==> config.mk <==
export PLATFORM = sky130hd
export DESIGN_NAME = wb_block_master
export DESIGN_NICKNAME = d
export VERILOG_FILES = /design/src/rtl/wb_block_master_pkg.sv /design/src/rtl/wb_block_master.sv
export SDC_FILE = /design/constraint.sdc
export NUM_CORES = 1
export LEC_CHECK = 0
export BUFFER_PORTS_ARGS = -buffer_cell sky130_fd_sc_hd__buf_2
export CORE_MARGIN = 5
export CORE_UTILIZATION = 47
export DETAILED_ROUTE_END_ITERATION = 7
export MAX_ROUTING_LAYER = met4
export PLACE_DENSITY = 0.77
export SYNTH_ARGS = -nofsm -noshare
export SYNTH_HDL_FRONTEND = slang
export SYNTH_SLANG_ARGS = --single-unit
export TNS_END_PERCENT = 1
==> constraint.sdc <==
create_clock -name wb_clk_i -period 2.6 [get_ports wb_clk_i]
set_input_delay 0.39 -clock wb_clk_i [delete_from_list [all_inputs] [get_ports wb_clk_i]]
set_output_delay 0.39 -clock wb_clk_i [all_outputs]
set_load 0.01 [all_outputs]
==> src/rtl/wb_block_master_pkg.sv <==
// Shared types and constants for the Wishbone block-transfer initiator.
package wb_block_master_pkg;

    typedef enum logic [2:0] {
        StIdle,
        StWdata,
        StReq,
        StRdata,
        StDone,
        StErr
    } state_e;

    localparam logic [3:0]  WB_SEL_ALL = 4'hF;
    localparam logic [31:0] WORD_BYTES = 32'd4;

endpackage

==> src/rtl/wb_block_master.sv <==
// Wishbone classic-cycle initiator: moves a block of 32-bit words between a
// command/stream interface and a Wishbone slave, one bus cycle per word.
module wb_block_master
    import wb_block_master_pkg::*;
#(
    parameter int unsigned LEN_W   = 8,
    parameter int unsigned TIMEOUT = 32
) (
    input  logic             wb_clk_i,
    input  logic             wb_rst_ni,

    input  logic             cmd_valid,
    output logic             cmd_ready,
    input  logic             cmd_write,
    input  logic [31:0]      cmd_addr,
    input  logic [LEN_W-1:0] cmd_len,

    input  logic             wd_valid,
    output logic             wd_ready,
    input  logic [31:0]      wd_data,

    output logic             rd_valid,
    input  logic             rd_ready,
    output logic [31:0]      rd_data,

    output logic             busy,
    output logic             done,
    output logic             err,

    output logic             wbm_cyc_o,
    output logic             wbm_stb_o,
    output logic             wbm_we_o,
    output logic [3:0]       wbm_sel_o,
    output logic [31:0]      wbm_adr_o,
    output logic [31:0]      wbm_dat_o,
    input  logic [31:0]      wbm_dat_i,
    input  logic             wbm_ack_i
);

    localparam int unsigned      TMO_W    = (TIMEOUT > 1) ? $clog2(TIMEOUT) : 1;
    localparam logic [TMO_W-1:0] TMO_LAST = TMO_W'(TIMEOUT - 1);

    state_e           r_state;
    logic             r_write;
    logic [31:0]      r_addr;
    logic [LEN_W-1:0] r_rem;
    logic [TMO_W-1:0] r_tmo;
    logic [31:0]      r_wdat;
    logic [31:0]      r_rdat;
    logic             r_cmd_ready;
    logic             r_busy;
    logic             r_wd_ready;
    logic             r_rd_valid;
    logic             r_done;
    logic             r_err;
    logic             r_cyc;
    logic             r_stb;
    logic             r_we;
    logic [3:0]       r_sel;

    always_ff @(posedge wb_clk_i or negedge wb_rst_ni) begin
        if (!wb_rst_ni) begin
            r_state     <= StIdle;
            r_write     <= 1'b0;
            r_addr      <= '0;
            r_rem       <= '0;
            r_tmo       <= '0;
            r_wdat      <= '0;
            r_rdat      <= '0;
            r_cmd_ready <= 1'b1;
            r_busy      <= 1'b0;
            r_wd_ready  <= 1'b0;
            r_rd_valid  <= 1'b0;
            r_done      <= 1'b0;
            r_err       <= 1'b0;
            r_cyc       <= 1'b0;
            r_stb       <= 1'b0;
            r_we        <= 1'b0;
            r_sel       <= '0;
        end else begin
            case (r_state)
                StIdle: begin
                    if (cmd_valid) begin
                        r_write     <= cmd_write;
                        r_addr      <= cmd_addr & ~32'd3;
                        r_rem       <= cmd_len;
                        r_cmd_ready <= 1'b0;
                        r_busy      <= 1'b1;
                        if (cmd_len == '0) begin
                            r_state <= StDone;
                            r_done  <= 1'b1;
                        end else if (cmd_write) begin
                            r_state    <= StWdata;
                            r_wd_ready <= 1'b1;
                        end else begin
                            r_state <= StReq;
                            r_cyc   <= 1'b1;
                            r_stb   <= 1'b1;
                            r_we    <= 1'b0;
                            r_sel   <= WB_SEL_ALL;
                            r_tmo   <= '0;
                        end
                    end
                end

                StWdata: begin
                    if (wd_valid) begin
                        r_wdat     <= wd_data;
                        r_wd_ready <= 1'b0;
                        r_state    <= StReq;
                        r_cyc      <= 1'b1;
                        r_stb      <= 1'b1;
                        r_we       <= 1'b1;
                        r_sel      <= WB_SEL_ALL;
                        r_tmo      <= '0;
                    end
                end

                StReq: begin
                    // Ack takes priority over a simultaneous timeout.
                    if (wbm_ack_i) begin
                        r_cyc  <= 1'b0;
                        r_stb  <= 1'b0;
                        r_we   <= 1'b0;
                        r_sel  <= '0;
                        r_addr <= r_addr + WORD_BYTES;
                        r_rem  <= r_rem - LEN_W'(1);
                        if (!r_write) begin
                            r_rdat     <= wbm_dat_i;
                            r_rd_valid <= 1'b1;
                            r_state    <= StRdata;
                        end else if (r_rem == LEN_W'(1)) begin
                            r_state <= StDone;
                            r_done  <= 1'b1;
                        end else begin
                            r_state    <= StWdata;
                            r_wd_ready <= 1'b1;
                        end
                    end else if (r_tmo == TMO_LAST) begin
                        r_cyc   <= 1'b0;
                        r_stb   <= 1'b0;
                        r_we    <= 1'b0;
                        r_sel   <= '0;
                        r_state <= StErr;
                        r_err   <= 1'b1;
                    end else begin
                        r_tmo <= r_tmo + TMO_W'(1);
                    end
                end

                StRdata: begin
                    if (rd_ready) begin
                        r_rd_valid <= 1'b0;
                        if (r_rem == '0) begin
                            r_state <= StDone;
                            r_done  <= 1'b1;
                        end else begin
                            r_state <= StReq;
                            r_cyc   <= 1'b1;
                            r_stb   <= 1'b1;
                            r_we    <= 1'b0;
                            r_sel   <= WB_SEL_ALL;
                            r_tmo   <= '0;
                        end
                    end
                end

                StDone: begin
                    r_done      <= 1'b0;
                    r_busy      <= 1'b0;
                    r_cmd_ready <= 1'b1;
                    r_state     <= StIdle;
                end

                StErr: begin
                    r_err       <= 1'b0;
                    r_busy      <= 1'b0;
                    r_cmd_ready <= 1'b1;
                    r_state     <= StIdle;
                end

                default: begin
                    r_state <= StIdle;
                end
            endcase
        end
    end

    assign cmd_ready = r_cmd_ready;
    assign wd_ready  = r_wd_ready;
    assign rd_valid  = r_rd_valid;
    assign rd_data   = r_rdat;
    assign busy      = r_busy;
    assign done      = r_done;
    assign err       = r_err;
    assign wbm_cyc_o = r_cyc;
    assign wbm_stb_o = r_stb;
    assign wbm_we_o  = r_we;
    assign wbm_sel_o = r_sel;
    assign wbm_adr_o = r_addr;
    assign wbm_dat_o = r_wdat;

endmodule

==> run metrics, run 1 <==
outcome finished, final reports clean; Most used DFF post-synth dfrtp_1; Fmax around 470 MHz; Synth area leader dfrtp_1; syn_area_per_cell 10.7 µm²; Critical Path Start Type register; GRT overflow 0; vias in the first global route around 5000; worst-margin pin slew about 0.49 ns; remaining antenna violation count after routing 0; clock-pin slew of the registers on the worst-case setup and hold paths about 0.05 ns; Final min period between 2 and 2.5 ns; period utilization 0.814; RSZ-0062 raised after global routing false; clk_lat worst skew around 0.41 ns; Synth top cells by count 118 x dfrtp_1, 61 x mux2_2, 42 x nand2_1; delay of the slowest critical-path stage approximately 0.55 ns; gr usage total 0.224; num rows 40; ys async rst share 1.00; final wirelength between 15000 and 20000 µm; Post-CTS Resized 0; largest net degree at the start of global routing 47; DPL Wire Length about 12000 µm; Post-Syn Area around 5800 µm²; post-synth top area share 0.510; most numerous cell in the Yosys netlist dfrtp_1; htree depth 4; Synth area leaders dfrtp_1 51%, mux2_2 12%, a21oi_1 3.5%; VDD IR-drop max slightly below 0.6 mV; IO Port Bufs ~220; Rel. slew slack 0.669; CP max FO 33; Syn Inst Count 540; share of layout cells above drive strength 1 0.440; yosys warns 0; Slowest cell on crit path dfrtp_1; Ant. Diodes 0; Leak ~3.5 nW; routed via count roughly 5200; P&R area growth vs syn 32.0%; endpoints failing setup 0; Critical Path End Type register; drt first pass iters 5; Post-CTS Setup Inserts 0; number of synthesized register bits about 120; first-pass GRT wire length ~26000 µm; HP Class in -> reg; final net count 865; EDFF count, synth 0; sequential-to-total area share from yosys stat 0.514; I/O Pins 220; Final Hold Vio Count 0; number of buffers created by CTS 17; CTS tree done; CTS sink count between 100 and 150; drt drc 0; die height approximately 120 µm; die width approximately 120 µm; Initial Utilization 0.480; DRT iter0 DRCs ~330; max-slew violations 0; Setup TNS 0 ns; Final WS setup approximately 0.48 ns; Worst EP arrival ~2.4 ns; Crit path required time about 2.9 ns; clock root cell clkbuf_16; Yosys cell types 57; initial antenna violation count 0; Cell Pwr Density between 1000 and 1500 nW/µm²; Worst Clk Skew approximately 0.0055 ns; die area 14600 µm²; critical path class reg -> reg; Max clock buf depth 2; WL/cell ~17 µm; vias per cell between 5 and 6; CP Cell Sequence nor2_1 -> nand2_1 -> nor3_4 -> buf_4 -> mux2_2; pre-CTS worst setup slack between 0.5 and 0.6 ns; Placeable Area roughly 12000 µm²; gpl congestion a little under 0.9; max-cap violations 0
-- per-stage QoR --
stage,hold slack (ns),power (mW),std cells,area [µm²],utilization
after floorplan,0.0944,6.24,541,5800,-
after global placement,0.329,7.62,897,7010,0.582
after detailed placement,0.335,7.83,897,7010,0.582
after CTS,0.184,10.3,930,7650,0.634
after global routing,0.194,10.9,930,7650,0.634
final,0.198,10.2,930,7650,0.634
-- registers in the layout, indices dropped and copies added (netlist names) --
| signal | flops |
|---|---|
| err | 1 |
| rd_valid | 1 |
| wbm_we_o | 1 |
| r_tmo | 5 |
| wbm_sel_o | 1 |
| rd_data | 32 |
| wbm_adr_o | 30 |
| busy | 1 |
| r_rem | 8 |
| r_write | 1 |
| done | 1 |
| wd_ready | 1 |
| cmd_ready | 1 |
| r_state | 3 |
| wbm_dat_o | 32 |
-- final cells by class --
type | instances | area (µm²)
Multi-Input combinational cell | 367 | 2560
Clock buffer | 19 | 453
Sequential cell | 119 | 2980
Inverter | 14 | 52.6
Fill cell | 958 | 4410
Timing Repair Buffer | 230 | 1220
Tap cell | 168 | 210
Clock inverter | 13 | 171
-- layout by cell type (no fill, tap or decap), drive strengths merged, types with 4 or more instances in the layout --
cell type,n
clkbuf,19
and2,4
clkinv,6
or3,5
nor3,11
nand3,18
o22ai,14
mux2i,4
a32o,4
a2bb2oi,9
o21ai,26
nor2,38
nand4,13
mux2,65
buf,229
a21oi,40
o22a,7
o211ai,4
nor4,8
dfrtp,118
nand2,42
and3,4
inv,16
a31oi,13
ha,5
-- what timing repair did --
| action | in CTS | in global routing |
|---|---|---|
| hold buffers | 1 | 0 |
| setup endpoints to repair | 0 | 0 |
| hold endpoints to repair | 25 | 0 |
-- where the power goes --
group,total (mW),switching [mW],leakage (nW),internal [mW]
sequential,3.52,0.762,1.40,2.76
clock,2.44,0.868,0.300,1.57
combinational,4.28,2.36,1.82,1.93
total,10.2,3.99,3.52,6.26
-- kinds of logic after synthesis --
logic type	synth area share
and+or+nand+nor	0.138
AOI/OAI and AO/OA	0.157
DFF	0.514
muxes	0.133
buffers and inverters	0.0458
adders and majority gates	0.0108
other	0.000647
-- critical path, delay by kind of cell (launching register included) --
kind          cells  cell delay (ns)
buf+inv           1             0.39
simple gates      3             0.65
flops             1             0.55
mux               1             0.39
-- routing by layer --
metal	vias to the layer above	GRT usage	wire [µm]
met2	247	0.372	7980
met5	-	-	0
met3	20	0.0476	1240
met1	2481	0.275	6720
met4	0	0.0729	205
li1	2415	-	-
-- final timing paths --
path,start,to,slack (ns),cells past startpoint
max,r_state[0]$_DFFE_PN0P_,rd_data[29]$_DFFE_PN0P_,0.48,5
min,wbm_dat_i[17],rd_data[17]$_DFFE_PN0P_,0.20,2
max reg2reg,r_state[0]$_DFFE_PN0P_,rd_data[29]$_DFFE_PN0P_,0.48,5
min reg2reg,cmd_ready$_DFFE_PN1P_,cmd_ready$_DFFE_PN1P_,0.48,2
max in group asynchronous,wb_rst_ni,rd_data[8]$_DFFE_PN0P_,1.43,3
min in group asynchronous,wb_rst_ni,wbm_dat_o[10]$_DFFE_PN0P_,0.44,2
Note: power is estimated with default switching activity, not from simulation.
==> run 2, diff against run 1 <==
Settings changed: ABC_AREA set to 1, PLACE_DENSITY 0.77 to 0.75.
Clock period 2.6 ns to 2.1 ns, I/O delays scaled along.
==> run metrics, run 2 <==
clk_lat worst skew ~0.4 ns; share of layout cells above drive strength 1 0.278; WL/cell between 10 and 15 µm; Crit path required time about 2.4 ns; drt drc 0; worst-margin pin slew between 0.5 and 0.6 ns; Total Power about 13 mW; Worst Clk Skew between 0.006 and 0.007 ns; Max clock buf depth 2; Fin Hold WS between 0.09 and 0.1 ns; Rel. slew slack 0.634; most frequent cells in the layout 389 x nand2_1, 214 x buf_2, 118 x dfrtp_1; outcome finished, final reports clean; Hold Crit Start wd_data[3]; Most used DFF post-synth dfrtp_1; Critical Path End Type register; final wirelength around 17000 µm; Cell Pwr Density about 1600 nW/µm²; die area between 15000 and 20000 µm²; Initial Utilization 0.474; drt first pass iters 6; xor and xnor area share after synthesis 0.00269; first-pass GRT wire length roughly 28000 µm; critical path class reg -> reg; CTS tree done; max-cap violations 0; remaining antenna violation count after routing 0; Post-CTS Resized 0; GRT overflow 0; Setup TNS 0 ns; period utilization 0.878; gr usage total 0.222; I/O Pins 220; Final min period roughly 1.8 ns; final net count between 1000 and 1500; clock-pin slew of the registers on the worst-case setup and hold paths approximately 0.06 ns; CP max FO 36; number of buffers created by CTS 17; mux cell area share after synthesis 0; FF-to-FF setup slack about 0.26 ns; R2R Path Start r_state[2]$_DFFE_PN0P_; Synth top cells by count 389 x nand2_1, 118 x dfrtp_1, 79 x nor2_1; clock root cell clkbuf_16; most numerous cell in the Yosys netlist nand2_1; RSZ-0062 raised after global routing false; hold path depth 3; FILL cells ~1300; Yosys cell types 41; max-slew violations 0; worst r2r dst wbm_adr_o[7]$_DFFE_PN0P_; commonest non-fill, non-tap cell in the layout nand2_1; Worst EP arrival roughly 2.2 ns; Leak roughly 4.5 nW; Adder-Cell Fraction of Synth Area 0.00962; Placeable Area ~14000 µm²; largest family of logic cells by synthesized area simple AND/OR/NAND/NOR gates; htree depth 4; Ant. Diodes 0; VDD IR-drop max 0.851 mV; DRT iter0 DRCs between 500 and 600; ys async rst share 1.00; num rows 43; Critical Path Start Type register; sequential-to-total area share from yosys stat 0.458; Synth area leader dfrtp_1; routed via count between 6000 and 7000; largest net degree at the start of global routing between 50 and 60; worst hold endpoint wbm_dat_o[3]$_DFFE_PN0P_; post-synth top area share 0.454; initial antenna violation count 0; Post-Syn Area about 6500 µm²; number of synthesized register bits ~120; vias per cell 4.91; HP Class in -> reg; gpl congestion approximately 0.90; Fmax about 540 MHz; P&R area growth vs syn 26.5%; EDFF count, synth 0; Final Hold Vio Count 0; IO Port Bufs 215; die width around 130 µm; syn_area_per_cell 7.37 µm²; post-synthesis simple-gate area fraction 0.366; vias in the first global route approximately 5900; Synth area leaders dfrtp_1 45%, nand2_1 22%, nor2_1 4.6%; yosys warns 0; Reg2Reg Depth 8; die height roughly 130 µm; DPL Wire Length 12700 µm; post-synthesis compound-gate area fraction 0.0783; CTS sink count around 120; endpoints failing setup 0; Syn Inst Count between 800 and 900
==> run 2: cell types whose count changed after synthesis, sizes merged, moves of 11 or more <==
| cell | change |
|---|---|
| a31oi | -11 |
| o21ai | +23 |
| nand2 | +356 |
| nor2 | +50 |
| a21oi | -12 |
| mux2 | -65 |
| clkbuf | -11 |
| nand3 | +37 |
| inv | +55 |
==> run 2: critical path: stages (launching register included) <==
cell,delay (ns)
dfrtp_1,0.48
inv_2,0.12
nand2_4,0.07
nor2_8,0.25
nand2_4,0.11
nand2_8,0.24
buf_4,0.25
o211ai_1,0.12
a22oi_2,0.12
==> run 2: stage by stage <==
stage                     worst slack [ns]  utilization  instances  instance area (µm²)
after floorplan                      0.524            -        884                 6510
after global routing                0.0867        0.600       1286                 8230
final                                0.256        0.600       1286                 8230
after detailed placement             0.255        0.556       1253                 7630
after global placement               0.288        0.556       1253                 7630
after CTS                            0.249        0.600       1286                 8230
==> run 2: kinds of logic (layout without fill, tap and decap cells) <==
logic type      after synthesis  in the layout
fa+ha+maj                     5              5
simple gates                563            563
flops                       119            119
other cells                   1              2
buf+inv                     104            326
xor+xnor                      2              2
compound gates               89             89
==> run 2: per-layer routing <==
metal / GRT usage / wire, µm
met1: 0.295 / 7570
met5: - / 0
met3: 0.0592 / 1450
met4: 0.0474 / 164
met2: 0.347 / 8170
==> run 2: how the worst max path moves through the flow <==
stage | from | to | slack (ns)
2_1_floorplan | wbm_adr_o[3]$_DFFE_PN0P_ | wbm_adr_o[22]$_DFFE_PN0P_ | 0.52
3_3_place_gp | r_state[2]$_DFFE_PN0P_ | wbm_adr_o[7]$_DFFE_PN0P_ | 0.29
3_5_place_dp | r_state[2]$_DFFE_PN0P_ | wbm_adr_o[7]$_DFFE_PN0P_ | 0.25
4_1_cts | r_state[2]$_DFFE_PN0P_ | wbm_adr_o[7]$_DFFE_PN0P_ | 0.25
5_1_grt | wbm_adr_o[3]$_DFFE_PN0P_ | wbm_adr_o[30]$_DFFE_PN0P_ | 0.09
6_report | r_state[2]$_DFFE_PN0P_ | wbm_adr_o[7]$_DFFE_PN0P_ | 0.26
==> run 2: report_power, final <==
part / leakage (nW) / total (mW) / internal, mW / switching [mW]
Sequential: 1.47 / 4.28 / 3.36 / 0.920
Combinational: 2.76 / 5.77 / 2.12 / 3.65
Clock: 0.283 / 2.89 / 1.78 / 1.10
==> run 2: repair_timing <==
| action | CTS | global route |
|---|---|---|
| endpoints found under the setup margin | 0 | 0 |
| hold buffers | 1 | 0 |
| endpoints found under the hold margin | 23 | 0 |
| buffers inserted | 0 | 0 |
==> run 2: layout make-up <==
cell class              instances  area [µm²]  area share
inverters                      69         262      0.0318
well taps                     180         225      0.0274
repair buffers                225        1190       0.145
multi-input cells             661        2980       0.362
flip-flops and latches        119        2980       0.362
clock buffers                  18         439      0.0534
clock inverters                14         150      0.0182
==> run 3, diff against run 2 <==
Settings changed: CTS_BUF_LIST set to sky130_fd_sc_hd__clkbuf_2.
==> run metrics, run 3 (synthesis gave the netlist of run 2 again) <==
Worst EP arrival 2.49 ns; Critical Path Start Type register; Rel. slew slack 0.630; endpoints failing setup 0; Setup TNS 0 ns; number of buffers created by CTS 17; die width between 100 and 150 µm; switching power between 5 and 6 mW; I/O Pins 220; Hold Crit Start wbm_dat_i[30]; drt first pass iters 5; clock-pin slew of the registers on the worst-case setup and hold paths 0.19 ns; P&R area growth vs syn 37.7%; Final Instance Count excl. Fillers roughly 1400; largest net degree at the start of global routing 53; initial antenna violation count 0; Cell Pwr Density between 1000 and 1500 nW/µm²; max-slew violations 0; final net count between 1000 and 1500; RSZ-0062 raised after global routing false; Seq pwr share 0.363; worst r2r dst wbm_adr_o[7]$_DFFE_PN0P_; Cell Area, Placed between 7000 and 8000 µm²; Reg2Reg Depth 8; num rows 43; CP max FO 36; WL/cell approximately 14 µm; part of the power in combinational logic 0.509; internal power slightly above 6 mW; Clock Power Share 0.128; CTS tree done; most frequent cells in the layout 389 x nand2_1, 214 x buf_2, 118 x dfrtp_1; first-pass GRT wire length 32200 µm; Post-CTS Setup Inserts 0; die height 128 µm; worst-margin pin slew ~0.55 ns; Leak between 4 and 5 nW; CTS sink count 119; final wirelength just under 20000 µm; Placeable Area 13700 µm²; utilization after layout 0.653; vias in the first global route about 6600; clock root cell clkbuf_2; worst hold endpoint rd_data[30]$_DFFE_PN0P_; period utilization 0.886; HP Class in -> reg; Worst Clk Skew approximately 0.027 ns; critical path class reg -> reg; Initial Utilization 0.474; die area between 15000 and 20000 µm²; drt drc 0; Max clock buf depth 2; hold path depth 4; max-cap violations 0; Crit path required time 2.73 ns; Fin Hold WS 0.346 ns; DRT iter0 DRCs between 500 and 600; htree depth 4; Fmax 537 MHz; Critical Path End Type register; Post-Place Cells 1253; delay of the slowest critical-path stage about 0.52 ns; Final Hold Vio Count 0; remaining antenna violation count after routing 0; design area 8960 µm²; critical path's most frequent cell nand2_4; IO Port Bufs about 220; clk_lat worst skew around 0.69 ns; R2R Path Start r_state[2]$_DFFE_PN0P_; share of layout cells above drive strength 1 0.253; gr usage total 0.253; DPL Wire Length about 13000 µm; Final min period 1.86 ns; GRT overflow 0; commonest non-fill, non-tap cell in the layout nand2_1; switching part of the total 0.481; routed via count 6857; Ant. Diodes 0; vias per cell 4.92; Slowest cell on crit path dfrtp_1; VDD IR-drop max between 0.7 and 0.8 mV; gpl congestion approximately 0.90; FF-to-FF setup slack ~0.24 ns; outcome finished, final reports clean; CP Cell Sequence inv_2 -> nand2_4 -> nor2_8 -> nand2_4 -> nand2_8 -> buf_4 -> o211ai_1 -> a22oi_2
## run 3: changes by cell type in the layout (fill, tap and decap cells not counted), sizes merged
cell         before  now
dlygate4sd3       1  109
clkinv            6    7
clkbuf           18   17
## run 3: power by group through the flow
stage               registers, mW  clock network, mW  logic, mW
global route                 4.44               1.65       6.77
global placement             4.26                  0       5.69
finish                       4.29               1.51       6.02
detailed placement           4.27                  0       5.83
CTS                          4.25               1.55       5.98
floorplan                    4.59                  0       3.69
## run 3: stage by stage
stage	power [mW]	worst slack [ns]
floorplan	8.28	0.524
global placement	9.94	0.288
detailed placement	10.1	0.255
global route	12.9	0.0855
CTS	11.8	0.0434
finish	11.8	0.239
## run 3: area by class of cell
type | instances | area, µm²
Clock buffer | 17 | 85.1
Clock inverter | 15 | 154
Fill cell | 1159 | 4760
Inverter | 69 | 262
Multi-Input combinational cell | 661 | 2980
Sequential cell | 119 | 2980
Tap cell | 180 | 225
Timing Repair Buffer | 333 | 2270
## run 3: what timing repair did
action / CTS / global route
hold buffers: 110 / 0
hold endpoints to repair: 228 / 0
endpoints found under the setup margin: 0 / 21
resized for setup: 0 / 0
## run 3: worst max path at each step
stage | to | from | depth (start not counted) | slack, ns
final | wbm_adr_o[7]$_DFFE_PN0P_ | r_state[2]$_DFFE_PN0P_ | 8 | 0.24
after global routing | wbm_dat_o[2]$_DFFE_PN0P_ | r_state[1]$_DFFE_PN0P_ | 8 | 0.09
after CTS | wbm_adr_o[18]$_DFFE_PN0P_ | wb_rst_ni | 4 | 0.04
after detailed placement | wbm_adr_o[7]$_DFFE_PN0P_ | r_state[2]$_DFFE_PN0P_ | 8 | 0.25
after global placement | wbm_adr_o[7]$_DFFE_PN0P_ | r_state[2]$_DFFE_PN0P_ | 8 | 0.29
after floorplan | wbm_adr_o[22]$_DFFE_PN0P_ | wbm_adr_o[3]$_DFFE_PN0P_ | 10 | 0.52
## run 3: routing by layer
metal	global-route usage	routed length [µm]	vias up
met5	-	0	-
li1	-	-	3402
met4	0.0705	313	0
met3	0.0513	1420	31
met1	0.310	8020	3155
met2	0.429	9940	269
## run 3: critical path, delay by kind of cell, from the launching register on
kind                   cells  cell delay, ns
and+or+nand+nor            4            0.68
buffers and inverters      2            0.37
DFF                        1            0.52
AOI/OAI and AO/OA          2            0.24
